## config.mk

```make
export PLATFORM = sky130hd
export DESIGN_NAME = i2c_master
export DESIGN_NICKNAME = d
export VERILOG_FILES = /design/src/rtl/i2c_master.sv
export SDC_FILE = /design/constraint.sdc
export NUM_CORES = 1
export LEC_CHECK = 0
export BUFFER_PORTS_ARGS = -buffer_cell sky130_fd_sc_hd__buf_2
export CAP_MARGIN = 0
export CORE_MARGIN = 1.5
export CORE_UTILIZATION = 32
export DETAILED_ROUTE_END_ITERATION = 6
export GPL_ROUTABILITY_DRIVEN = 0
export HOLD_SLACK_MARGIN = 0.06
export MAX_ROUTING_LAYER = met4
export PLACE_DENSITY = 0.52
export SETUP_SLACK_MARGIN = 0.02
export SKIP_CTS_REPAIR_TIMING = 1
export SYNTH_ARGS = -nofsm -noshare
export SYNTH_HDL_FRONTEND = slang
export SYNTH_SLANG_ARGS = --single-unit
```

## constraint.sdc

```tcl
create_clock -name clk -period 2.5 [get_ports clk]
set_input_delay 0 -clock clk [delete_from_list [all_inputs] [get_ports clk]]
set_output_delay 0 -clock clk [all_outputs]
set_load 0.01 [all_outputs]
```

## src/rtl/i2c_master.sv

```systemverilog
// Single-transaction I2C master: one register write or one register read per command.
// Open-drain outputs: scl_oe/sda_oe = 1 pulls the line low, 0 releases it.
module i2c_master #(
    parameter int unsigned DIV_QTR      = 125,
    parameter logic [6:0]  DEV_ADDR_RST = 7'h6A
) (
    input  logic       clk,
    input  logic       rst_n,
    input  logic       cmd_valid,
    output logic       cmd_ready,
    input  logic       cmd_rw,
    input  logic       cmd_dev_sel,
    input  logic [6:0] cmd_dev_addr,
    input  logic [7:0] cmd_reg_addr,
    input  logic [7:0] cmd_wdata,
    output logic [7:0] rdata,
    output logic       busy,
    output logic       done,
    output logic       ack_error,
    output logic       scl_oe,
    output logic       sda_oe,
    input  logic       sda_in
);
    typedef enum logic [3:0] {
        IDLE, START, ADDR_W, ACK1, REG, ACK2, WDATA, ACK3,
        RSTART, ADDR_R, ACK4, RDATA, MNACK, STOP, DONE
    } state_t;

    state_t      state;
    logic [15:0] qcnt;
    logic [1:0]  qtr;
    logic [2:0]  bcnt;
    logic        rw_q;
    logic [6:0]  dev_q;
    logic [7:0]  reg_q;
    logic [7:0]  wdata_q;
    logic        sda_meta;
    logic        sda_s;
    logic        samp;
    logic        tick;
    logic        tx_bit;
    logic [7:0]  tx_byte;
    logic        scl_nxt;
    logic        sda_nxt;

    assign tick      = (qcnt == 16'(DIV_QTR - 1));
    assign cmd_ready = ~busy;

    always_comb begin
        tx_byte = 8'h00;
        case (state)
            ADDR_W:  tx_byte = {dev_q, 1'b0};
            ADDR_R:  tx_byte = {dev_q, 1'b1};
            REG:     tx_byte = reg_q;
            WDATA:   tx_byte = wdata_q;
            default: tx_byte = 8'h00;
        endcase
    end
    assign tx_bit = tx_byte[bcnt];

    // Line levels for the current slot/quarter; registered below so the pads never glitch.
    always_comb begin
        scl_nxt = 1'b0;
        sda_nxt = 1'b0;
        case (state)
            START, RSTART: begin
                // Sr first drops SCL with SDA released so a slave ACK can let go of SDA
                scl_nxt = (qtr == 2'd3) || (state == RSTART && qtr == 2'd0);
                sda_nxt = qtr[1];
            end
            ADDR_W, ADDR_R, REG, WDATA: begin
                scl_nxt = ~qtr[1];
                sda_nxt = ~tx_bit;
            end
            ACK1, ACK2, ACK3, ACK4, RDATA, MNACK: scl_nxt = ~qtr[1];
            STOP: begin
                scl_nxt = (qtr == 2'd0);
                sda_nxt = ~qtr[1];
            end
            default: ;
        endcase
    end

    always_ff @(posedge clk or negedge rst_n) begin
        if (!rst_n) begin
            state     <= IDLE;
            qcnt      <= 16'd0;
            qtr       <= 2'd0;
            bcnt      <= 3'd7;
            rw_q      <= 1'b0;
            dev_q     <= DEV_ADDR_RST;
            reg_q     <= 8'h00;
            wdata_q   <= 8'h00;
            sda_meta  <= 1'b1;
            sda_s     <= 1'b1;
            samp      <= 1'b1;
            rdata     <= 8'h00;
            busy      <= 1'b0;
            done      <= 1'b0;
            ack_error <= 1'b0;
            scl_oe    <= 1'b0;
            sda_oe    <= 1'b0;
        end else begin
            sda_meta <= sda_in;
            sda_s    <= sda_meta;
            scl_oe   <= scl_nxt;
            sda_oe   <= sda_nxt;
            done     <= 1'b0;
            case (state)
                IDLE: if (cmd_valid) begin
                    rw_q      <= cmd_rw;
                    dev_q     <= cmd_dev_sel ? cmd_dev_addr : DEV_ADDR_RST;
                    reg_q     <= cmd_reg_addr;
                    wdata_q   <= cmd_wdata;
                    ack_error <= 1'b0;
                    busy      <= 1'b1;
                    qcnt      <= 16'd0;
                    qtr       <= 2'd0;
                    bcnt      <= 3'd7;
                    state     <= START;
                end
                DONE: begin
                    done  <= 1'b1;
                    busy  <= 1'b0;
                    state <= IDLE;
                end
                default: if (!tick) begin
                    qcnt <= qcnt + 16'd1;
                end else begin
                    qcnt <= 16'd0;
                    qtr  <= qtr + 2'd1;
                    if (qtr == 2'd2) begin
                        samp <= sda_s;
                        if (state == RDATA) rdata <= {rdata[6:0], sda_s};
                    end
                    if (qtr == 2'd3) begin
                        // bcnt wraps 0 -> 7, so it is ready for the next byte on exit
                        case (state)
                            START:  state <= ADDR_W;
                            RSTART: state <= ADDR_R;
                            ADDR_W: begin bcnt <= bcnt - 3'd1; if (bcnt == 3'd0) state <= ACK1; end
                            REG:    begin bcnt <= bcnt - 3'd1; if (bcnt == 3'd0) state <= ACK2; end
                            WDATA:  begin bcnt <= bcnt - 3'd1; if (bcnt == 3'd0) state <= ACK3; end
                            ADDR_R: begin bcnt <= bcnt - 3'd1; if (bcnt == 3'd0) state <= ACK4; end
                            RDATA:  begin bcnt <= bcnt - 3'd1; if (bcnt == 3'd0) state <= MNACK; end
                            ACK1: begin
                                ack_error <= samp;
                                state     <= samp ? STOP : REG;
                            end
                            ACK2: begin
                                ack_error <= samp;
                                state     <= samp ? STOP : (rw_q ? RSTART : WDATA);
                            end
                            ACK3: begin
                                ack_error <= samp;
                                state     <= STOP;
                            end
                            ACK4: begin
                                ack_error <= samp;
                                state     <= samp ? STOP : RDATA;
                            end
                            MNACK:   state <= STOP;
                            STOP:    state <= DONE;
                            default: state <= IDLE;
                        endcase
                    end
                end
            endcase
        end
    end
endmodule

```

# After elaboration in Yosys (flattened, before gate mapping)
# Cells that the tools add are included.
[word_totals]
reg_bits = 65
input_bits = 29
out_inout_bits = 14
[op_classes]
n_addsub = 3
n_lt_le_gt_ge = 1
n_eq_ne = 23
n_mux = 39
bitwise_logic = 5
n_reduce_logical = 28
[op_table]
columns = ["op", "count"]
rows = [
  ["4-bit case mux with 12 select lines", 1],
  ["4-bit 2-to-1 mux", 11],
  ["16-bit 2-to-1 mux", 2],
  ["16-bit case mux with 2 select lines", 1],
  ["8-bit case mux with 4 select lines", 1],
  ["4-bit == test (second input constant)", 7],
  ["16-bit by 1-bit adder with 16-bit output (second input constant)", 1],
  ["16-bit by 7-bit == test with 1-bit output (second input constant)", 1],
  ["4-bit by 3-bit == test with 1-bit output (second input constant)", 4],
  ["4-bit != test (second input constant)", 4],
  ["3-bit 2-to-1 mux", 5],
  ["5-bit AND reduction", 2],
  ["2-bit nonzero test", 5],
  ["10-bit OR reduction", 1],
  ["4-bit by 2-bit == test with 1-bit output (second input constant)", 2],
  ["4-bit case mux with 2 select lines", 1],
  ["8-bit AND reduction", 1],
  ["4-bit OR reduction", 2],
  ["1-bit 2-to-1 mux", 7],
  ["7-bit 2-to-1 mux", 1],
  ["1-bit case mux with 3 select lines", 2],
  ["3-bit case mux with 2 select lines", 1],
  ["2-bit AND reduction", 3],
  ["3-bit AND reduction", 2],
  ["other kinds (21)", 31],
]

# Depth between registers and ports, before layout
# Gate-level depths: netlist of the first run.
[logic_depth]
word_depth = 6
depth_mapped = 10
ltp_nobuf = 9

# Worst setup path after synthesis of the first run
# Ideal clock, no wire load.
[synth_path]
path_kind = "register to register"
from = "register state[1]"
to = "register sda_oe"
setup_ns = 0.124
arrival_ns = 1.893
slack_ns = 0.483
stages_incl_launch_ff = 10
path_buffers = 2
period_less_slack_ns = 2.017
path_cell_list = "dfrtp_1 -> buf_6 -> or2_1 -> buf_6 -> o2bb2ai_4 -> a21oi_2 -> a2111oi_2 -> or4_1 -> o21ai_1 -> a211o_1"
[synth_via]
elab_chain_cells = 6
word_cells_on_any_way = 14
[synth_lines]
columns = ["item", "line", "rtl"]
rows = [
  ["start, declared", "29", "state_t state;"],
  ["start signal, assigned", "148", "state <= samp ? STOP : REG;"],
  ["start signal, assigned", "152", "state <= samp ? STOP : (rw_q ? RSTART : WDATA);"],
  ["start signal, assigned", "160", "state <= samp ? STOP : RDATA;"],
  ["4-bit by 3-bit == test with 1-bit output (tied with other cells)", "51, 65", ""],
  ["8-bit case mux with 4 select lines", "51", "case (state)"],
  ["1-bit binary-select mux with 3-bit select", "59", "assign tx_bit = tx_byte[bcnt];"],
  ["1-bit 2-to-1 mux (implied by the code)", "59", ""],
  ["1-bit NOT", "73", "sda_nxt = ~tx_bit;"],
  ["1-bit case mux with 3 select lines *", "65", "case (state)"],
  ["named net sda_nxt", "44", "logic sda_nxt;"],
  ["end signal, assigned", "107", "sda_oe <= sda_nxt;"],
  ["end, declared", "21", "output logic sda_oe,"],
]
# Mark *: on every way through the listed nets, which the timed path passes. The rest lies on a longest branch. The select of a mux whose other input is x is not followed.
# A chain may end at the register's enable or synchronous reset.

# Worst setup path in the final report of the first run
[layout_path]
from = "register qcnt[0]"
to = "register qcnt[11]"
[layout_via]
elab_chain_cells = 3
word_cells_on_any_way = 4
[layout_lines]
columns = ["item", "line", "rtl"]
rows = [
  ["start, declared", "30", "logic [15:0] qcnt;"],
  ["start signal, assigned", "128", "qcnt <= qcnt + 16'd1;"],
  ["16-bit by 1-bit adder with 16-bit output / 16-bit by 7-bit == test with 1-bit output (equally long branches)", "128, 46", ""],
  ["16-bit 2-to-1 mux *", "127", "default: if (!tick) begin"],
  ["16-bit case mux with 2 select lines *", "109", "case (state)"],
]
# Mark *: on every way between the ends. The rest lies on a longest branch, timed or not.

==> results of run 1 <==
path summary, 6_finish.rpt:
| path | from | endpoint | slack [ns] | cells past startpoint |
|---|---|---|---|---|
| worst min register to register | sda_meta$_DFF_PN1_ | sda_s$_DFF_PN1_ | 0.36 | 0 |
| worst min-delay path | cmd_dev_sel | dev_q[1]$_DFFE_PN1P_ | 0.006 | 3 |
| worst max register to register | qcnt[0]$_DFFE_PN0P_ | qcnt[11]$_DFFE_PN0P_ | 0.22 | 7 |
| max in group asynchronous | rst_n | bcnt[0]$_DFFE_PN1P_ | 1.55 | 3 |
| worst max-delay path | qcnt[0]$_DFFE_PN0P_ | qcnt[11]$_DFFE_PN0P_ | 0.22 | 7 |
| min in group asynchronous | rst_n | rdata[3]$_DFFE_PN0P_ | 0.24 | 2 |
state kept, by name, indices dropped and copies added (netlist names):
signal,flops
wdata_q,8
rdata,8
qtr,2
samp,1
sda_meta,1
sda_oe,1
dev_q,7
ack_error,1
sda_s,1
rw_q,1
busy,1
qcnt,16
done,1
bcnt,3
scl_oe,1
reg_q,8
state,4
cells in the mapped netlist, types with 3 or more instances:
| cell type | number | area [sq um] |
|---|---|---|
| sky130_fd_sc_hd__nand4_1 | 4 | 25.0 |
| sky130_fd_sc_hd__mux2_2 | 14 | 158 |
| sky130_fd_sc_hd__or2_1 | 3 | 18.8 |
| sky130_fd_sc_hd__mux2i_1 | 8 | 80.1 |
| sky130_fd_sc_hd__a31oi_1 | 8 | 50.1 |
| sky130_fd_sc_hd__o21ai_1 | 5 | 25.0 |
| sky130_fd_sc_hd__or3_1 | 4 | 25.0 |
| sky130_fd_sc_hd__nor4_1 | 4 | 25.0 |
| sky130_fd_sc_hd__a211oi_1 | 3 | 22.5 |
| sky130_fd_sc_hd__nor2_1 | 26 | 97.6 |
| sky130_fd_sc_hd__ha_1 | 7 | 87.6 |
| sky130_fd_sc_hd__nor2b_1 | 11 | 68.8 |
| sky130_fd_sc_hd__o21ai_0 | 27 | 135 |
| sky130_fd_sc_hd__xnor2_1 | 4 | 35.0 |
| sky130_fd_sc_hd__inv_1 | 13 | 48.8 |
| sky130_fd_sc_hd__clkbuf_1 | 11 | 41.3 |
| sky130_fd_sc_hd__nand2b_1 | 4 | 25.0 |
| sky130_fd_sc_hd__nand2_1 | 26 | 97.6 |
| sky130_fd_sc_hd__buf_2 | 6 | 30.0 |
| sky130_fd_sc_hd__dfstp_2 | 10 | 263 |
| sky130_fd_sc_hd__a21oi_1 | 18 | 90.1 |
| sky130_fd_sc_hd__mux2_1 | 13 | 146 |
| sky130_fd_sc_hd__dfrtp_1 | 55 | 1380 |
| sky130_fd_sc_hd__xor2_1 | 5 | 43.8 |
| sky130_fd_sc_hd__nand3_1 | 10 | 50.1 |
per-stage QoR:
stage                     instances  power (mW)  cell area [sq um]
after floorplan                 336        2.82               3400
after global placement          510        3.26               3810
after detailed placement        510        3.29               3810
after CTS                       526        4.20               4000
after global routing            557        4.51               4310
final                           557        4.18               4310
power breakdown:
part           internal, mW  total (mW)  switching [mW]  leakage [nW]
clock                 0.486       0.868           0.382        0.0974
sequential             1.42        1.70           0.281         0.807
combinational         0.745        1.62           0.870          1.06
cell type report:
type | instances | area share
Sequential cell | 65 | 0.380
Tap cell | 136 | 0.0395
Clock inverter | 3 | 0.00928
Inverter | 13 | 0.0113
Timing Repair Buffer | 88 | 0.150
Multi-Input combinational cell | 239 | 0.376
Clock buffer | 13 | 0.0345
critical path, cell delays in order, from the launching register on:
cell and delay, ns:
sky130_fd_sc_hd__dfrtp_1 0.42, sky130_fd_sc_hd__inv_1 0.07, sky130_fd_sc_hd__ha_1 0.14, sky130_fd_sc_hd__nor4b_1 0.20, sky130_fd_sc_hd__and4_1 0.38, sky130_fd_sc_hd__or2_2 0.21
sky130_fd_sc_hd__nor2b_1 0.58, sky130_fd_sc_hd__nor2_1 0.13
placed cells by master (no fill, tap or decap), drive strengths merged, types with 4 or more instances in the layout:
cell type    count
or3              4
nand4            4
mux2i            8
nor2            27
nor2b           11
a21oi           19
a211oi           4
xnor2            4
inv             13
nand3           10
mux2            27
dfstp           10
a31oi            8
clkbuf          13
dfrtp           55
buf             57
o21ai           33
or2              4
dlygate4sd3     31
nand2b           4
ha               7
nand2           26
xor2             5
nor4             4
cells by family (layout without fill, tap and decap cells):
| group | count (synthesis) | after routing |
|---|---|---|
| multiplexers | 35 | 35 |
| adder cells (fa/ha/maj) | 7 | 7 |
| AO/OA/AOI/OAI | 77 | 77 |
| flip-flops | 65 | 65 |
| XOR/XNOR | 9 | 9 |
| AND/OR/NAND/NOR | 111 | 111 |
| buffers and inverters | 32 | 117 |
layer usage:
layer,vias up,track usage,share of wire
li1,1349,-,-
met1,1312,0.195,0.48
met2,56,0.228,0.47
met3,11,0.0325,0.035
met4,0,0.0483,0.011
met5,-,-,0
==> results.md, run 1 <==
| Result | Reported |
|:---|:---|
| Mapped Area | 3400 sq um |
| Number of buffers added by the clock tree synthesis step | 9 |
| CP Max Fanout | 10 |
| Post-route setup slack | 0.224 ns |
| Die Y | 106 um |
| Clock tree skew after final layout | 0.00863 ns |
| Detailed-route DRC error count | 0 |
| Area taken by flip-flops and latches | 1640 sq um |
| Power density over cell area | 969 nW/um^2 |
| Synth Area in Adders | 0.0258 |
| Global-route congestion overflow total | 0 |
| Data arrival, critical path | 2.47 ns |
| Worst VDD drop | 0.472 mV |
| Final setup viols | 0 |
| Count of yosys warnings during synthesis | 0 |
| Number of nets in the layout | 452 |
| Horizontal extent of the die | 106 um |
| Clk Tree Root Cell | sky130_fd_sc_hd__clkbuf_8 |
| Mean number of vias per cell | 4.90 |
| Leak Pwr | 1.96 nW |
| Run status | finished clean |
| Achievable Freq | 439 MHz |
| Mux cell area share after synthesis | 0.113 |
| Dominant combinational cell family by area after synthesis | simple AND/OR/NAND/NOR gates |
| Synthesized flop and latch total | 65 |
| Quantity of I/O buffers inserted on ports | 42 |
| CTS tree | built |
| Data required time at the worst endpoint | 2.70 ns |
| Worst Setup End Kind | flip-flop |
| Unique cell type count in the Yosys netlist | 55 |
| Final period demand of the worst path | 2.28 ns |
| Mapped Avg Cell Area | 10.1 sq um |
| Max-cap violations | 0 |
| Worst Max-Slew Pin Slew | 0.705 ns |
| Total vias in the final route | 2,728 |
| Vias in the first global route | 2,641 |
| Instance count of the mapped netlist | 336 |
| Worst hold margin | 0.00605 ns |
| Area taken by multi-input logic gates | 1620 sq um |
| Clk pin slew, worst setup/hold paths | 0.07 ns |
| Global router's overall resource usage | 0.148 |
| Kind of path behind the tightest hold check | in2reg |
| N_diodes | 0 |
| Share of synthesized cell area in and, or, nand and nor gates | 0.171 |
| Insertion delay to the later sink of the worst-skew pair | 0.34 ns |
| Core region area | 10,300 sq um |
| Starting density of the core | 0.329 |
| Number of synthesized flops with an enable pin | 0 |
| Crit Path Category | reg2reg |
| First-pass detailed-route iteration total | 4 |
| CTS H-Tree Depth | 3 |
| Filler Cell Count | 1,051 |
| Count of final max-slew check failures | 0 |
| Async SR Flop Fraction | 1.00 |
| Crit path launch type | flip-flop |
| Most common flop cell mapped by yosys | sky130_fd_sc_hd__dfrtp_1 |
| Sinks on the clock net | 65 |
| Largest buffer count on any clock path | 2 |
| Xor/xnor cell area share of the yosys netlist | 0.0232 |
| Post-synthesis compound-gate area fraction | 0.142 |
| Final cell utilization of the core | 0.418 |
| RSZ-0062 raised after global routing | no |
| Period utilization | 0.910 |
| Global-route wire length before repair | 12,900 um |
| Syn nets | 372 |
| Routed len/inst | 13.8 um |
| Post-Place Worst Slack | 0.161 ns |
| Area growth from synthesis to layout | 26.9% |
| Antenna viol nets, final | 0 |
| Relative slew slack | 0.530 |
| Number of top-level pins | 43 |
| Total Neg Setup Slack | 0 ns |
| Number of endpoints with negative hold slack in the final report | 0 |
| Routed WL | 7670 um |
| Post-detailed-placement half-perimeter wirelength | 5360 um |
| Antenna violations before repair | 0 |
| Sequential element share of the synthesized area | 0.482 |
| Maximum number of pins on one net before global-route repair | 37 |
| Fraction of layout cells with a size suffix above 1 | 0.245 |
| Initial DRC count | 190 |
| Num rows | 37 |
| Die Footprint | 11,200 sq um |
No activity file was read; power rests on OpenSTA's default activity.
==> run 2: changes to the inputs <==
- CORE_UTILIZATION: 32 -> 50
- PLACE_DENSITY: 0.52 -> 0.73
==> results.md, run 2 (same netlist as run 1, synthesis figures left out) <==
| Result | Reported |
|:---|:---|
| Run status | finished, violations left |
| Failing checks | DRC |
| Most common library cell in the layout ignoring fill and taps | sky130_fd_sc_hd__dfrtp_1 |
| Flip-flop count of the largest register after layout | 16 |
| Logic depth of the worst register-to-register path | 7 |
| Fraction of layout cells with a size suffix above 1 | 0.238 |
| Largest buffer count on any clock path | 2 |
| Clock tree skew after final layout | 0.00494 ns |
| Mean number of vias per cell | 5.53 |
| Critical path's slowest cell | sky130_fd_sc_hd__dfrtp_1 |
| Initial DRC count | 176 |
| Detailed-route DRC error count | 3 |
| Routed WL | 7470 um |
| Max-cap violations | 0 |
| Area growth from synthesis to layout | 24.8% |
| Number of buffers added by the clock tree synthesis step | 9 |
| CTS tree | built |
| Critical path cell sequence | or2_1 > o2bb2ai_4 > a211oi_1 > nor4_1 > or4_1 > o21ai_1 > a211o_1 |
| Largest incremental delay on the critical path | 0.58 ns |
| Kind of path behind the tightest hold check | in2reg |
| Min-Delay Path Depth | 3 |
| Placed instance count | 446 |
| Sinks on the clock net | 65 |
| Number of endpoints with negative hold slack in the final report | 0 |
| N_diodes | 0 |
| Count of final max-slew check failures | 0 |
| Final setup viols | 0 |
| Vias in the first global route | 2,588 |
| Insertion delay to the later sink of the worst-skew pair | 0.34 ns |
| Most frequent cells in the layout | 55 x sky130_fd_sc_hd__dfrtp_1, 42 x sky130_fd_sc_hd__buf_2, 31 x sky130_fd_sc_hd__dlygate4sd3_1 |
| Period utilization | 0.917 |
| Clk pin slew, worst setup/hold paths | 0.07 ns |
| CP Max Fanout | 11 |
| Combinational Power Share | 0.354 |
| First-pass detailed-route iteration total | 6 |
| Crit path launch type | flip-flop |
| Reg-to-reg endpoint | sda_oe$_DFF_PN0_ |
| Non-filler instance count after layout | 493 |
| Core region area | 6460 sq um |
| Power density over cell area | 1030 nW/um^2 |
| Horizontal extent of the die | 85.4 um |
| CTS H-Tree Depth | 3 |
| Achievable Freq | 436 MHz |
| Quantity of I/O buffers inserted on ports | 42 |
| Relative slew slack | 0.536 |
| Antenna violations before repair | 0 |
| Clk Tree Root Cell | sky130_fd_sc_hd__clkbuf_8 |
| Number of nets in the layout | 447 |
| Flop pwr share | 0.394 |
| Data required time at the worst endpoint | 2.79 ns |
| Global router's overall resource usage | 0.217 |
| Post-detailed-placement half-perimeter wirelength | 5070 um |
| Hold Path Sink | ack_error$_DFFE_PN0P_ |
| Startpoint of the lowest-slack register-to-register path | state[2]$_DFFE_PN0P_ |
| Number of top-level pins | 43 |
| Starting density of the core | 0.526 |
| Die Footprint | 7300 sq um |
| Worst VDD drop | 0.545 mV |
| Die Y | 85.4 um |
| Maximum number of pins on one net before global-route repair | 39 |
| RSZ-0062 raised after global routing | no |
| Worst hold margin | 0.0519 ns |
| Internal power contribution | 2.80 mW |
| Worst Setup End Kind | flip-flop |
| Portion of total power attributed to the clock network | 0.252 |
| Register-to-register setup slack | 0.21 ns |
| Total vias in the final route | 2,728 |
| Register containing the most flip-flops in the final layout | qcnt |
| Total Neg Setup Slack | 0 ns |
| Leak Pwr | 1.96 nW |
| Switching share of total power | 0.356 |
| Num rows | 29 |
| Global-route wire length before repair | 12,000 um |
| Worst Max-Slew Pin Slew | 0.695 ns |
| Crit Path Category | reg2reg |
| Worst Min Path Start | cmd_valid |
| P_sw | 1.55 mW |
| Final period demand of the worst path | 2.29 ns |
| Data arrival, critical path | 2.58 ns |
| Routed len/inst | 15.2 um |
| Global-route congestion overflow total | 0 |
| Antenna viol nets, final | 0 |
-- run 2: cell count changes in the layout (fill, tap and decap cells not counted) --
| cell | delta |
|---|---|
| sky130_fd_sc_hd__clkinvlp_4 | +1 |
| sky130_fd_sc_hd__a21oi_1 | +1 |
| sky130_fd_sc_hd__clkbuf_1 | -2 |
| sky130_fd_sc_hd__a21oi_2 | -1 |
| sky130_fd_sc_hd__bufinv_16 | +2 |
| sky130_fd_sc_hd__clkinv_2 | -1 |
| sky130_fd_sc_hd__buf_12 | -1 |
| sky130_fd_sc_hd__buf_4 | -4 |
-- run 2: worst max path at each step --
stage                               from                   to  slack, ns  cells past startpoint
CTS                  qcnt[0]$_DFFE_PN0P_  qcnt[6]$_DFFE_PN0P_       0.21                      7
finish              state[2]$_DFFE_PN0P_     sda_oe$_DFF_PN0_       0.21                      7
floorplan           state[1]$_DFFE_PN0P_     sda_oe$_DFF_PN0_       0.48                      9
global route         qcnt[0]$_DFFE_PN0P_  qcnt[8]$_DFFE_PN0P_       0.04                      7
detailed placement   qcnt[0]$_DFFE_PN0P_  qcnt[6]$_DFFE_PN0P_       0.22                      7
global placement    state[2]$_DFFE_PN0P_     sda_oe$_DFF_PN0_       0.31                      7
-- run 2: cell type report --
class / count / area [sq um]
fillers: 537 / 2220
inverters: 13 / 48.8
multi-input cells: 239 / 1620
well taps: 77 / 96.3
repair buffers: 83 / 596
clock buffers: 11 / 141
clock inverters: 5 / 103
flip-flops and latches: 65 / 1640
-- run 2: per-layer routing --
| metal | track usage | part of all wire |
|---|---|---|
| met1 | 0.272 | 0.45 |
| met3 | 0.0496 | 0.037 |
| met2 | 0.348 | 0.50 |
| met5 | - | 0 |
| met4 | 0.0748 | 0.013 |
-- run 2: power by group through the flow --
| stage | sequential, mW | clock [mW] | combinational, mW |
|---|---|---|---|
| floorplan | 1.59 | 0 | 1.23 |
| global placement | 1.70 | 0 | 1.46 |
| detailed placement | 1.72 | 0 | 1.51 |
| CTS | 1.71 | 1.12 | 1.51 |
| global route | 1.76 | 1.16 | 1.75 |
| finish | 1.71 | 1.09 | 1.54 |
-- run 2: per-stage QoR --
stage	cell area, sq um	util	total power [mW]	setup WS, ns
floorplan	3400	-	2.82	0.483
global placement	3690	0.571	3.16	0.307
detailed placement	3690	0.571	3.23	0.216
CTS	3930	0.608	4.34	0.209
global route	4240	0.657	4.67	0.0400
finish	4240	0.657	4.35	0.206
-- run 2: critical path, delay by kind of cell, from the launching register on --
kind	cells	cell delay, ns
AO/OA/AOI/OAI	4	0.69
AND/OR/NAND/NOR	3	0.97
flip-flops	1	0.58
